## src/rtl/vpu_sram_rd_responder_if.sv

```systemverilog
// VPU-side read-port bundle between the VPU source-port initiator and the SRAM read responder.
// The VPU side drives the request and beat strobes; the responder returns the grant and the read data.
interface vpu_sram_rd_responder_if #(
    parameter int BANK_LG2  = 5,
    parameter int DEPTH_LG2 = 9,
    parameter int DW        = 512
);
    logic                 req_i;
    logic [BANK_LG2-1:0]  rid_i;
    logic [DEPTH_LG2-1:0] addr_i;
    logic                 reb_i;
    logic                 rlast_i;
    logic                 ack_o;
    logic [DW-1:0]        rdata_o;
    logic                 rvalid_o;

    // Handshake: req_i is held until ack_o pulses for one cycle; after that one
    // beat is issued in every cycle with reb_i==0, rlast_i marks the final beat,
    // and every issued beat returns exactly once on rvalid_o.
    modport master (
        output req_i, rid_i, addr_i, reb_i, rlast_i,
        input  ack_o, rdata_o, rvalid_o
    );

    modport slave (
        input  req_i, rid_i, addr_i, reb_i, rlast_i,
        output ack_o, rdata_o, rvalid_o
    );
endinterface

```

## src/rtl/vpu_sram_rd_responder.sv

```systemverilog
// SRAM-side read responder: locks one bank per burst, turns beats into bank strobes and
// returns bank data with a fixed pipeline latency until the burst has fully drained.
module vpu_sram_rd_responder #(
    parameter int SRAM_BANK_CNT_LG2   = 5,
    parameter int SRAM_BANK_DEPTH_LG2 = 9,
    parameter int SRAM_DATA_WIDTH     = 512,
    parameter int RD_LATENCY          = 2
) (
    input  logic                              clk,
    input  logic                              rst_n,
    vpu_sram_rd_responder_if.slave            vpu,
    input  logic [2**SRAM_BANK_CNT_LG2-1:0]   bank_busy_i,
    output logic [2**SRAM_BANK_CNT_LG2-1:0]   bank_lock_o,
    output logic [2**SRAM_BANK_CNT_LG2-1:0]   bank_cs_o,
    output logic [SRAM_BANK_DEPTH_LG2-1:0]    bank_addr_o,
    input  logic [SRAM_DATA_WIDTH-1:0]        bank_rdata_i,
    output logic                              err_o,
    output logic [1:0]                        dbg_state_o
);
    localparam int NB = 2**SRAM_BANK_CNT_LG2;
    localparam int CW = SRAM_BANK_DEPTH_LG2 + 1;

    typedef enum logic [1:0] {
        S_IDLE  = 2'd0,
        S_ACK   = 2'd1,
        S_BURST = 2'd2,
        S_DRAIN = 2'd3
    } state_t;

    state_t                         r_state;
    state_t                         w_state_nxt;
    logic [SRAM_BANK_CNT_LG2-1:0]   r_rid;
    logic [RD_LATENCY-1:0]          r_vpipe;
    logic [CW-1:0]                  r_cnt;
    logic                           r_rvalid;
    logic [SRAM_DATA_WIDTH-1:0]     r_rdata;
    logic                           r_err;

    logic                           w_issue;
    logic                           w_pop;
    logic                           w_accept;
    logic                           w_ack;
    logic                           w_err_set;
    logic [NB-1:0]                  w_onehot;

    assign w_onehot = NB'(1) << r_rid;
    assign w_pop    = r_vpipe[RD_LATENCY-1];

    always_comb begin
        w_state_nxt = r_state;
        w_issue     = 1'b0;
        w_accept    = 1'b0;
        w_ack       = 1'b0;
        w_err_set   = 1'b0;
        case (r_state)
            S_IDLE: begin
                w_err_set = ~vpu.reb_i;
                if (vpu.req_i && !bank_busy_i[vpu.rid_i]) begin
                    w_accept    = 1'b1;
                    w_state_nxt = S_ACK;
                end
            end
            S_ACK: begin
                w_ack       = 1'b1;
                w_err_set   = ~vpu.reb_i;
                w_state_nxt = S_BURST;
            end
            S_BURST: begin
                if (!vpu.reb_i) begin
                    w_issue = 1'b1;
                    if (vpu.rlast_i) w_state_nxt = S_DRAIN;
                end else if (vpu.rlast_i) begin
                    w_err_set = 1'b1;
                end
            end
            S_DRAIN: begin
                w_err_set = ~vpu.reb_i;
                // Leave only once every issued beat has been handed to the output register.
                if (r_cnt == '0 && r_vpipe == '0) w_state_nxt = S_IDLE;
            end
            default: w_state_nxt = S_IDLE;
        endcase
    end

    always_ff @(posedge clk or negedge rst_n) begin
        if (!rst_n) begin
            r_state  <= S_IDLE;
            r_rid    <= '0;
            r_vpipe  <= '0;
            r_cnt    <= '0;
            r_rvalid <= 1'b0;
            r_rdata  <= '0;
            r_err    <= 1'b0;
        end else begin
            r_state <= w_state_nxt;
            if (w_accept) r_rid <= vpu.rid_i;
            r_vpipe[0] <= w_issue;
            for (int i = 1; i < RD_LATENCY; i++) r_vpipe[i] <= r_vpipe[i-1];
            case ({w_issue, w_pop})
                2'b10:   r_cnt <= r_cnt + CW'(1);
                2'b01:   r_cnt <= r_cnt - CW'(1);
                default: r_cnt <= r_cnt;
            endcase
            r_rvalid <= w_pop;
            if (w_pop) r_rdata <= bank_rdata_i;
            if (w_err_set) r_err <= 1'b1;
        end
    end

    assign vpu.ack_o    = w_ack;
    assign vpu.rvalid_o = r_rvalid;
    assign vpu.rdata_o  = r_rdata;
    assign bank_lock_o  = (r_state != S_IDLE) ? w_onehot : '0;
    assign bank_cs_o    = w_issue ? w_onehot : '0;
    assign bank_addr_o  = w_issue ? vpu.addr_i : '0;
    assign err_o        = r_err;
    assign dbg_state_o  = r_state;
endmodule

```

## src/flat_wrapper.sv

```systemverilog
// flat-port wrapper written by rule: the top's interface ports become plain ports
module vpu_sram_rd_responder_flat 
#(
    parameter int SRAM_BANK_CNT_LG2   = 5,
    parameter int SRAM_BANK_DEPTH_LG2 = 9,
    parameter int SRAM_DATA_WIDTH     = 512,
    parameter int RD_LATENCY          = 2
)
  (clk, rst_n, bank_busy_i, bank_lock_o, bank_cs_o, bank_addr_o, bank_rdata_i, err_o, dbg_state_o, vpu_req_i, vpu_rid_i, vpu_addr_i, vpu_reb_i, vpu_rlast_i, vpu_ack_o, vpu_rdata_o, vpu_rvalid_o);
  vpu_sram_rd_responder_if #(.BANK_LG2((5)), .DEPTH_LG2((9)), .DW((512))) vpu_i ();
  input  logic clk;
  input  logic rst_n;
  input  logic [2**SRAM_BANK_CNT_LG2-1:0] bank_busy_i;
  output logic [2**SRAM_BANK_CNT_LG2-1:0] bank_lock_o;
  output logic [2**SRAM_BANK_CNT_LG2-1:0] bank_cs_o;
  output logic [SRAM_BANK_DEPTH_LG2-1:0] bank_addr_o;
  input  logic [SRAM_DATA_WIDTH-1:0] bank_rdata_i;
  output logic err_o;
  output logic [1:0] dbg_state_o;
  input wire logic [$bits(vpu_i.req_i)-1:0] vpu_req_i;
  input wire logic [$bits(vpu_i.rid_i)-1:0] vpu_rid_i;
  input wire logic [$bits(vpu_i.addr_i)-1:0] vpu_addr_i;
  input wire logic [$bits(vpu_i.reb_i)-1:0] vpu_reb_i;
  input wire logic [$bits(vpu_i.rlast_i)-1:0] vpu_rlast_i;
  output wire logic [$bits(vpu_i.ack_o)-1:0] vpu_ack_o;
  output wire logic [$bits(vpu_i.rdata_o)-1:0] vpu_rdata_o;
  output wire logic [$bits(vpu_i.rvalid_o)-1:0] vpu_rvalid_o;
  assign vpu_i.req_i = vpu_req_i;
  assign vpu_i.rid_i = vpu_rid_i;
  assign vpu_i.addr_i = vpu_addr_i;
  assign vpu_i.reb_i = vpu_reb_i;
  assign vpu_i.rlast_i = vpu_rlast_i;
  assign vpu_ack_o = vpu_i.ack_o;
  assign vpu_rdata_o = vpu_i.rdata_o;
  assign vpu_rvalid_o = vpu_i.rvalid_o;
  vpu_sram_rd_responder #(.SRAM_BANK_CNT_LG2(SRAM_BANK_CNT_LG2), .SRAM_BANK_DEPTH_LG2(SRAM_BANK_DEPTH_LG2), .SRAM_DATA_WIDTH(SRAM_DATA_WIDTH), .RD_LATENCY(RD_LATENCY)) u_core (.clk(clk), .rst_n(rst_n), .vpu(vpu_i), .bank_busy_i(bank_busy_i), .bank_lock_o(bank_lock_o), .bank_cs_o(bank_cs_o), .bank_addr_o(bank_addr_o), .bank_rdata_i(bank_rdata_i), .err_o(err_o), .dbg_state_o(dbg_state_o));
endmodule
```

## config.mk

```make
export PLATFORM = sky130hd
export DESIGN_NAME = vpu_sram_rd_responder_flat
export DESIGN_NICKNAME = d
export VERILOG_FILES = /design/src/rtl/vpu_sram_rd_responder_if.sv /design/src/rtl/vpu_sram_rd_responder.sv /design/src/flat_wrapper.sv
export SDC_FILE = /design/constraint.sdc
export NUM_CORES = 1
export LEC_CHECK = 0
export CAP_MARGIN = 20
export CELL_PAD_IN_SITES_DETAIL_PLACEMENT = 1
export CELL_PAD_IN_SITES_GLOBAL_PLACEMENT = 1
export CORE_AREA = 2 2 449 451
export CTS_CLUSTER_SIZE = 8
export DETAILED_ROUTE_END_ITERATION = 10
export DIE_AREA = 0 0 451 453
export DONT_BUFFER_PORTS = 1
export PLACE_DENSITY = 0.33
export REMOVE_ABC_BUFFERS = 1
export SLEW_MARGIN = 10
export SYNTH_ARGS = -nofsm -noshare
export SYNTH_HDL_FRONTEND = slang
export SYNTH_SLANG_ARGS = --single-unit
```

## constraint.sdc

```tcl
create_clock -name clk -period 7 [get_ports clk]
set_clock_uncertainty 0.05 [all_clocks]
set_input_delay 1.05 -clock clk [delete_from_list [all_inputs] [get_ports clk]]
set_output_delay 1.05 -clock clk [all_outputs]
set_load 0.01 [all_outputs]
```

* After elaboration in Yosys (flattened, before gate mapping)
Index checks and enable logic that the tools add are counted.
Operators by class: add/subtract/negate cells 2, $mul 0, div/mod/pow operators 0, magnitude comparators 1, equality and inequality tests 9, shift operators 1, muxes and demuxes 19, bitwise gates (word level) 1, reductions and logical operators 10
Operators by type and width (number):
- $mux W32 | 2
- $shl A1 B5 Y32 const A | 1
- $pmux W10 S2 | 1
- $add A10 B1 Y10 const B | 1
- $logic_not A10 Y1 | 1
- $sub A10 B1 Y10 const B | 1
- $mux W9 | 1
- $mux W1 | 8
- $mux W2 | 4
- $pmux W2 S4 | 1
- $eq A2 B2 Y1 const B | 3
- $lt A5 B6 Y1 const B | 1
- $bmux W1 S5 | 1
- $eq A2 B1 Y1 const B | 2
- $logic_not A2 Y1 | 2
- $ne A2 B1 Y1 const B | 2
- $ne A2 B2 Y1 const B | 2
- $reduce_and A4 Y1 | 1
- $reduce_bool A2 Y1 | 2
- $reduce_or A3 Y1 | 1
- $logic_and A1 B1 Y1 | 2
- $pmux W1 S2 | 1
- $logic_not A1 Y1 | 1
- $not A1 Y1 | 1
Word-level totals: flip-flop bits (word level) 533, latch bits 0, memory bits (writable) 0, bits in read-only memories 0, input bits 563, output and inout bits 590, logic and storage cells 50, memories 0

* Longest topological paths before layout
depth after elaboration 6, depth in mapped cells 14, mapped depth without buffers 12

* Least setup slack after synthesis
No wires, ideal clock.
path kind input port to flip-flop, start point in vpu_reb_i, end point reg u_core.r_cnt[6], library setup time 0.079 ns, data arrival time 3.191 ns, data required time 6.871 ns, setup slack 3.679 ns, cell stages on the path 12, path buffers 2, cells stage by stage inv_1 > nand2_1 > ha_1 > clkbuf_1 > clkbuf_1 > xor2_1 > ha_1 > and3b_1 > o21ai_0 > nand3_1 > a311oi_1 > xor2_1
On the way: longest elaborated chain between the ends 4, elaborated cells between the ends (all ways) 6, classes of those cells eq/ne (2); mux (3); reduce/logical (1)
Ends and longest elaborated chain:
- from (decl) | line flat_wrapper.sv:23 | input wire logic [$bits(vpu_i.reb_i)-1:0] vpu_reb_i;
- $mux W1 (*) | line vpu_sram_rd_responder.sv:69 | if (!vpu.reb_i) begin
- $mux W1 (*) | line vpu_sram_rd_responder.sv:55 | case (r_state)
- $eq A2 B1 Y1 or $eq A2 B2 Y1 (tied branches) | line vpu_sram_rd_responder.sv:99 | case ({w_issue, w_pop})
- $pmux W10 S2 or $reduce_bool A2 Y1 (tied branches)
- to (signal assigned) | line vpu_sram_rd_responder.sv:100 | 2'b10: r_cnt <= r_cnt + CW'(1);
- to (signal assigned) | line vpu_sram_rd_responder.sv:101 | 2'b01: r_cnt <= r_cnt - CW'(1);
- to (signal assigned) | line vpu_sram_rd_responder.sv:102 | default: r_cnt <= r_cnt;
- to (decl) | line vpu_sram_rd_responder.sv:34 | logic [CW-1:0] r_cnt;
Mark *: on every way between the ends. The rest lies on a longest branch, timed or not. A chain may end at the register's enable or synchronous reset.

* Worst setup path in the final report
start point reg u_core.r_state[0] (netlist: u_core.dbg_state_o[0]), end point out bank_cs_o[24]
On the way: longest elaborated chain between the ends 3
Ends and longest elaborated chain:
- from (decl) | line vpu_sram_rd_responder.sv:30 | state_t r_state;
- from (signal assigned) | line vpu_sram_rd_responder.sv:95 | r_state <= w_state_nxt;
- $eq A2 B2 Y1 | line vpu_sram_rd_responder.sv:55
- $mux W1 | line vpu_sram_rd_responder.sv:55
- $mux W32 | line vpu_sram_rd_responder.sv:114 | assign bank_cs_o = w_issue ? w_onehot : '0;
- to (decl) | line flat_wrapper.sv:15 | output logic [2**SRAM_BANK_CNT_LG2-1:0] bank_cs_o;
Every way passes these cells.

==> results.cfg <==
[run_status]
status = finished, final reports clean

[layout]
layout_commonest_cell = dfrtp_1
fin_nets = 1951
drive_gt1_share_pct = 45.8
nFillCells = 22500
area_delta_synth_final_pct = 27.4
layout_common_cells = dfrtp_1 (532), mux2_2 (519), clkbuf_16 (82)
final_area_mm2 = 0.0266

[floorplanning]
core_area_mm2 = 0.199
die_y_um = 453
std_cell_rows = 164
die_area_mm2 = 0.204
die_w_um = 451
io_pins = 1153
initial_core_util_pct = 10.5

[yosys]
syn_inst = 1358
synth_cell_types = 46
syn_area_per_cell_um2 = 15.4
synthArstFlopShare_pct = 100
yosysWarnings = 0
synth_edf_count = 0
ys_ff_latch = 533
synth_area_mm2 = 0.0209
synth_ff_type = dfrtp_1
seq_area_frac_synth_pct = 63.9

[timing]
fmax_mhz = 245
period_minus_slack_ns = 4.08
finalMaxSlewViolations = 0
worstMarginPinSlew_ns = 1.11
holdWs_ns = 0.141
grt_setup_unrepaired = no
post-route-period-util_pct = 58.3
slew_headroom_pct = 26.3
final_hold_viol_count = 0
setup_viol = 0

[clocking]
cts_tree = built
clkSinkCount = 533
htreeDepth = 3
cts_buffer_depth = 3
cts_buffers = 82
clock_latency_ns = 0.70
post_cts_resized = 0
clk_pin_slew_ns = 0.06
cts_root_buffer = clkbuf_16

[drt]
drt_iter0_markers = 581
route.final.wire_length_mm = 117
via_per_inst = 3.06
routedWlPerCell_um = 28.7
drc = 0
first_pass_iters = 5
detail-route-antenna-nets = 0
vias = 12500

[placement]
io_buffers = 0
dpl_cell_area_mm2 = 0.0240
hpwl_mm = 93.4
gp_congestion = 0.884

[global_routing]
grt_pass1_vias = 12900
grt_use_met3_pct = 6.29
grt_use_met1_pct = 11.5
grt_max_degree = 251
grt.overflow.total = 0
use_met2_pct = 18.6
grt_busiest_layer = met2
antenna_found_initial = 124
grtUsageTotal_pct = 11.0
grt_pass1_wl_mm = 147

[critical_path]
critPathMaxFanout = 5
required_ns = 5.90
critical_path.startpoint_type = flop
critical_path_arrival_ns = 2.98
crit_type = reg2out
end_kind = primary output

[power_and_ir_drop]
p_total_w = 0.0143
p_leak_nw = 10.0
vdd_drop_max_uv = 174
power_density_mw_per_mm2 = 538

[run]
max_cap_violations = 0

[worst_hold_path]
hp-class = in2async
-- routing by layer --
metal,up-vias,part of all wire (%)
met5,-,0.050
met4,10,3.4
met3,276,13
met1,6530,34
met2,832,49
li1,4833,-
-- Yosys cell counts, types with 3 or more instances --
library cell,instances,share of area (%)
nand3_1,10,0.24
nand2_1,20,0.36
or3_1,3,0.090
o21ai_0,7,0.17
a21oi_1,5,0.12
mux4_2,6,0.65
ha_1,9,0.54
and2_1,11,0.33
nor3b_1,3,0.11
mux2_2,519,28
inv_1,5,0.090
mux2i_1,6,0.29
clkbuf_1,77,1.4
nor2_1,79,1.4
nor2b_1,4,0.12
xnor2_1,4,0.17
a41oi_1,3,0.13
dfrtp_1,533,64
xor2_1,6,0.25
nand3b_1,6,0.22
nand2b_1,5,0.15
-- final cells by class --
cell class	count	area, um2	share of cell area [%]
Inverter	6	22.5	0.0847
Multi-Input combinational cell	740	7220	27.1
Antenna cell	20	50.0	0.188
Sequential cell	533	13300	50.2
Clock buffer	100	2190	8.23
Clock inverter	13	185	0.696
Tap cell	2656	3320	12.5
Timing Repair Buffer	16	273	1.03
-- final timing paths --
kind / startpoint / endpoint / slack (ns) / cells past startpoint
worst min-delay path: rst_n / u_core.vpu.rdata_o[493]$_DFFE_PN0P_ / 0.14 / 1
worst max-delay path: u_core.dbg_state_o[0]$_DFFE_PN0P_ / bank_cs_o[24] / 2.92 / 6
worst max register to register: u_core.r_vpipe[1]$_DFF_PN0_ / u_core.vpu.rdata_o[161]$_DFFE_PN0P_ / 3.46 / 3
max in group asynchronous: rst_n / u_core.vpu.rdata_o[449]$_DFFE_PN0P_ / 5.32 / 2
worst min register to register: u_core.r_vpipe[0]$_DFF_PN0_ / u_core.r_vpipe[1]$_DFF_PN0_ / 0.36 / 0
min in group clk: u_core.r_vpipe[0]$_DFF_PN0_ / u_core.r_vpipe[1]$_DFF_PN0_ / 0.36 / 0
-- kinds of logic after synthesis --
group	Yosys count	synth area share, %
buffers and inverters	85	1.55
DFF	533	63.9
and+or+nand+nor	156	3.54
xor gates and xnor gates	10	0.420
AOI/OAI and AO/OA	33	1.08
muxes	532	29.0
adders and majority gates	9	0.539
-- critical path: stages (launching register included) --
cell,delay (ns)
dfrtp_1,0.47
inv_1,0.16
ha_1,0.26
nand2_1,0.19
nor2_1,0.56
nand2_1,0.33
nor2_1,0.31
-- metrics by stage --
| step | setup slack (ns) | instances | setup TNS, ns | utilization, % |
|---|---|---|---|---|
| CTS | 2.66 | 4060 | 0 | 13.3 |
| global placement | 3.32 | 3941 | 0 | 12.0 |
| floorplan | -6.78 | 1279 | -2727.45 | - |
| detailed placement | 3.31 | 3941 | 0 | 12.0 |
| global route | 2.64 | 4068 | 0 | 13.3 |
| finish | 2.92 | 4084 | 0 | 13.4 |
-- flip-flops by register name, summed over array words and instances (netlist names) --
register	count
u_core.dbg_state_o	2
u_core.err_o	1
u_core.r_cnt	10
u_core.r_rid	5
u_core.r_vpipe	2
u_core.vpu.rdata_o	512
u_core.vpu.rvalid_o	1
-- what timing repair did --
action / CTS / global route
endpoints found under the hold margin: 225 / 0
buffers inserted: 0 / 0
hold buffers: 6 / 0
endpoints found under the setup margin: 0 / 0
-- report_power, final --
part / internal [W] / switching, W
combinational: 0.00168 / 0.00116
clock: 0.00223 / 0.00158
sequential: 0.00467 / 0.00298
Note: power is estimated with default switching activity, not from simulation.
